==> src/rtl/div_seq_pkg.sv <==
// Shared constants and types for the sequential restoring divider.
package div_seq_pkg;

  localparam int W_DEFAULT = 123;

  typedef enum logic [1:0] {
    IDLE = 2'd0,
    RUN  = 2'd1,
    DONE = 2'd2
  } state_t;

  // Counter width for a given operand width (2W steps, counted 2W-1 down to 0).
  function automatic int cnt_w(input int w);
    return $clog2(2 * w);
  endfunction

  localparam int CNT_W = $clog2(2 * W_DEFAULT);

endpackage

==> src/rtl/div_seq_step.sv <==
// One radix-2 restoring step: shift in the next dividend bit, trial-subtract, restore on borrow.
module div_step
  import div_seq_pkg::*;
#(
  parameter int W = W_DEFAULT
) (
  input  logic [W:0]   p,
  input  logic         dvd_msb,
  input  logic [W-1:0] divisor,
  output logic [W:0]   p_next,
  output logic         qbit
);

  logic [W:0] t;
  logic [W:0] diff;
  logic       borrow;

  always_comb begin
    t             = {p[W-1:0], dvd_msb};
    {borrow, diff} = {1'b0, t} - {2'b0, divisor};
    // P stays below the divisor, so p[W] is zero; folding it in keeps the
    // compare exact for the full shifted value {p, dvd_msb}.
    qbit   = p[W] | ~borrow;
    p_next = qbit ? diff : t;
  end

endmodule

==> src/rtl/div_seq.sv <==
// Sequential 2W/W unsigned divider: one quotient bit per clock, valid/ready on both sides.
module div_seq
  import div_seq_pkg::*;
#(
  parameter int W = W_DEFAULT
) (
  input  logic           clk,
  input  logic           rst_n,
  input  logic           in_valid,
  output logic           in_ready,
  input  logic [2*W-1:0] DIVIDEND,
  input  logic [W-1:0]   DIVISOR,
  output logic           out_valid,
  input  logic           out_ready,
  output logic [2*W-1:0] QUOTIENT,
  output logic [W-1:0]   REMAINDER,
  output logic           DIV_BY_ZERO
);

  localparam int CW = cnt_w(W);

  state_t         state;
  logic [CW-1:0]  cnt;
  logic [2*W-1:0] dvd;   // dividend bits shift out the top, quotient bits in the bottom
  logic [W-1:0]   dsr;
  logic [W:0]     p;
  logic           dbz;

  logic [W:0]     p_next;
  logic           qbit;

  div_step #(.W(W)) u_step (
    .p       (p),
    .dvd_msb (dvd[2*W-1]),
    .divisor (dsr),
    .p_next  (p_next),
    .qbit    (qbit)
  );

  always_ff @(posedge clk) begin
    if (!rst_n) begin
      state     <= IDLE;
      cnt       <= '0;
      dvd       <= '0;
      dsr       <= '0;
      p         <= '0;
      dbz       <= 1'b0;
      in_ready  <= 1'b1;
      out_valid <= 1'b0;
    end else begin
      case (state)
        IDLE: begin
          if (in_valid) begin
            dsr      <= DIVISOR;
            p        <= '0;
            in_ready <= 1'b0;
            if (DIVISOR == '0) begin
              dvd       <= '1;
              dbz       <= 1'b1;
              state     <= DONE;
              out_valid <= 1'b1;
            end else begin
              dvd   <= DIVIDEND;
              dbz   <= 1'b0;
              cnt   <= CW'(2 * W - 1);
              state <= RUN;
            end
          end
        end
        RUN: begin
          dvd <= {dvd[2*W-2:0], qbit};
          p   <= p_next;
          if (cnt == '0) begin
            state     <= DONE;
            out_valid <= 1'b1;
          end else begin
            cnt <= cnt - 1'b1;
          end
        end
        DONE: begin
          if (out_ready) begin
            state     <= IDLE;
            out_valid <= 1'b0;
            in_ready  <= 1'b1;
          end
        end
        default: begin
          state     <= IDLE;
          out_valid <= 1'b0;
          in_ready  <= 1'b1;
        end
      endcase
    end
  end

  assign QUOTIENT    = dvd;
  assign REMAINDER   = p[W-1:0];
  assign DIV_BY_ZERO = dbz;

endmodule

==> config.mk <==
export PLATFORM = sky130hd
export DESIGN_NAME = div_seq
export DESIGN_NICKNAME = d
export VERILOG_FILES = /design/src/rtl/div_seq_pkg.sv /design/src/rtl/div_seq_step.sv /design/src/rtl/div_seq.sv
export SDC_FILE = /design/constraint.sdc
export NUM_CORES = 1
export LEC_CHECK = 0
export CAP_MARGIN = 20
export CORE_AREA = 2 2 289 291
export CTS_BUF_LIST = sky130_fd_sc_hd__clkbuf_16
export CTS_CLUSTER_SIZE = 28
export DETAILED_ROUTE_END_ITERATION = 10
export DIE_AREA = 0 0 291 293
export PLACE_DENSITY_LB_ADDON = 0.25
export SYNTH_ARGS = -nofsm -noshare
export SYNTH_HDL_FRONTEND = slang
export SYNTH_SLANG_ARGS = --single-unit
==> constraint.sdc <==
create_clock -name clk -period 5.6 [get_ports clk]
set_clock_uncertainty 0.2 [all_clocks]
set_input_delay 0.56 -clock clk [delete_from_list [all_inputs] [get_ports clk]]
set_output_delay 0.56 -clock clk [all_outputs]
set_load 0.01 [all_outputs]
==> impl_metrics.yaml <==
routing:
  routedWlPerCell_um: 24.3
  num_vias: 30700
  drt_pass1_iterations: 6
  drt_drc_violations_left: 0
  ant_nets: 0
  finalWirelength_um: 131000
  first_iter_violations: 2488
  vias_per_cell: 5.68
clock_network:
  cts.path.max_buffers: 3
  ctsHoldBuffers: 0
  cts_buffers: 59
  cts_root_buf: "clkbuf_16"
  clock_latency_ns: 0.65
  cts.htree.levels: 2
  numClockSinks: 506
  cts_tree: "done"
  cts_setup_buffers: 0
  ctsResizeCount: 0
  clk_pin_slew_ns: 0.06
global_route:
  gr-total-overflow: 0
  grt_max_degree: 221
  grtUsageTotal: 0.291
  antenna_found_initial: 17
  grt_pass1_wl_um: 191000
  grt_pass1_vias: 29800
cells_and_area:
  multi_input_area_sq_um: 17500
  final_cell_mix: "clkdlybuf4s50_1 (743), dfxtp_1 (506), nand2_1 (463), o21ai_0 (399), a21boi_0 (390)"
  fillCellCount: 8115
  fin_nets: 4779
  final_layout_size_suffix_gt1_frac: 0.0393
  layout_commonest_cell: "clkdlybuf4s50_1"
  area_growth_pct: 30.1
  regArea_sq_um: 10100
  stdcell_count: 5409
synth:
  yosys.area_share.simple: 0.133
  synthMuxAreaShare: 0.00966
  syn_inst: 3852
  ys_ff_latch: 506
  synth_adder_area_share: 0.0523
  synth-seq-area-share: 0.334
  synth-edff-count: 0
  synth_compound_area_frac: 0.347
  async_reset_ff_frac: 0
  synth_ff_type: "dfxtp_1"
  yosys_warnings: 0
  synthDistinctLibCells: 81
  synth_nets: 4351
  synth_top_family_by_area: "compound AO/OA/AOI/OAI gates"
  syn-cell-area_sq_um: 30300
  avgSynthCellArea_sq_um: 7.87
  synth_xor_area_frac: 0.0347
critical_path:
  crit_type: "reg2reg"
  start_kind: "flop"
  arrival_ns: 5.18
  crit_fanout: 24
  required_ns: 5.97
  endpoint_kind: "flop"
sta:
  fin_tns_setup_ns: 0
  tightestPinTransition_ns: 1.06
  max_slew_margin: 0.289
  setup_viol_count_final: 0
  fin_crit_sh: 0.858
  period_needed_ns: 4.80
  rsz0062_at_grt: "false"
  drv_slew: 0
  hold_violations: 0
  fmax_ghz: 0.208
run_status:
  status: "completed"
placement:
  place_congestion: 1.00
  port_buffers: 744
  dp.cells: 5288
  hpwl_um: 99900
floorplanning:
  core_area_sq_um: 81800
  die_w_um: 291
  die-area_sq_um: 85300
  initial_core_util: 0.370
  ios: 745
  die_y_um: 293
  fp-row-count: 105
job:
  drv_cap: 0
power:
  leakage_uw: 0.0144
  p_per_area_nw_per_um2: 477
  ir_drop_uv: 510
worst_hold_path:
  hold_path.class: "in2reg"
==> kinds of logic (layout without fill, tap and decap cells) <==
kind of cell,Yosys count,in the layout
muxes,29,29
DFF,506,506
AOI/OAI and AO/OA,1601,1601
adders and majority gates,126,126
buffers and inverters,585,1061
other,0,11
xor gates and xnor gates,120,120
and+or+nand+nor,885,885
==> final timing paths <==
check / start / to / slack (ns) / depth (start not counted)
worst max-delay path: QUOTIENT[245]$_SDFFE_PN0P_ / p[4]$_SDFFE_PN0P_ / 0.80 / 17
worst min-delay path: rst_n / QUOTIENT[172]$_SDFFE_PN0P_ / 0.22 / 2
worst max register to register: QUOTIENT[245]$_SDFFE_PN0P_ / p[4]$_SDFFE_PN0P_ / 0.80 / 17
worst min register to register: p[123]$_SDFFE_PN0P_ / p[123]$_SDFFE_PN0P_ / 0.25 / 2
==> report_power, final <==
part	internal, uW	switching, uW
registers	4050	453
clock network	2200	1720
logic	3970	6410
total	10200	8580
==> per-stage QoR <==
stage / power, uW / util / cell area, sq um / worst slack [ns] / hold WS (ns)
6_report: 18800 / 0.482 / 39400 / 0.796 / 0.219
5_1_grt: 19900 / 0.482 / 39400 / 0.446 / 0.235
4_1_cts: 18800 / 0.481 / 39400 / 0.806 / 0.174
3_5_place_dp: 14800 / 0.458 / 37500 / 0.269 / 0.244
3_3_place_gp: 14800 / 0.458 / 37500 / 0.289 / 0.243
2_1_floorplan: 11300 / - / 30300 / 1.86 / 0.223
==> synthesized netlist by cell type (16+ instances only) <==
cell type	n	area (sq um)
a21boi_0	390	2930
a21o_1	32	240
a21oi_1	225	1130
a222oi_1	22	220
a22oi_1	281	2110
a31oi_1	26	163
buf_2	17	85.1
buf_4	127	953
clkbuf_1	272	1020
dfxtp_1	506	10100
ha_1	125	1560
inv_1	163	612
mux2i_1	27	270
nand2_1	465	1750
nand2b_1	16	100
nand3_1	20	100
nand4_1	76	475
nor2_1	137	514
nor2b_1	33	206
nor3_1	41	205
nor4_1	43	269
o21a_1	21	158
o21ai_0	399	2000
o21ai_1	47	235
o21bai_1	35	263
o31ai_1	18	135
xnor2_1	74	648
xor2_1	46	403
==> critical path, stage by stage, from the launching register on <==
cell	delay, ns
dfxtp_1	0.31
inv_1	0.06
ha_1	0.14
inv_1	0.05
fa_1	0.41
a211oi_1	0.29
o21ai_1	0.18
o21ai_1	0.27
a21oi_1	0.23
o211ai_2	0.18
buf_4	0.17
a2111oi_2	0.08
a211oi_2	0.59
o31ai_4	0.18
nor2_2	0.61
buf_4	0.44
a22oi_1	0.15
a21boi_0	0.17
==> per-layer routing <==
metal  global-route usage  share of wire  vias to the layer above
li1                     -              -                    14700
met1                0.355           0.40                    14700
met2                0.493           0.47                     1115
met3               0.0585          0.072                      258
met4                0.137          0.052                       14
met5                    0        0.00061                        -
==> flip-flops by register name, summed over array words and instances, names as in the netlist <==
| register | count |
|---|---|
| DIV_BY_ZERO | 1 |
| QUOTIENT | 246 |
| cnt | 8 |
| dsr | 123 |
| in_ready | 1 |
| out_valid | 1 |
| p | 124 |
| state | 2 |
==> cell type report <==
cell class | instances | share of cell area
antenna | 11 | 0.000698
clock buffer | 59 | 0.0374
clock inverter | 50 | 0.0110
inverter | 163 | 0.0155
multi-input combinational | 2761 | 0.444
sequential | 506 | 0.257
tap | 1070 | 0.0340
timing repair buffer | 789 | 0.200
Note: power is estimated with default switching activity, not from simulation.
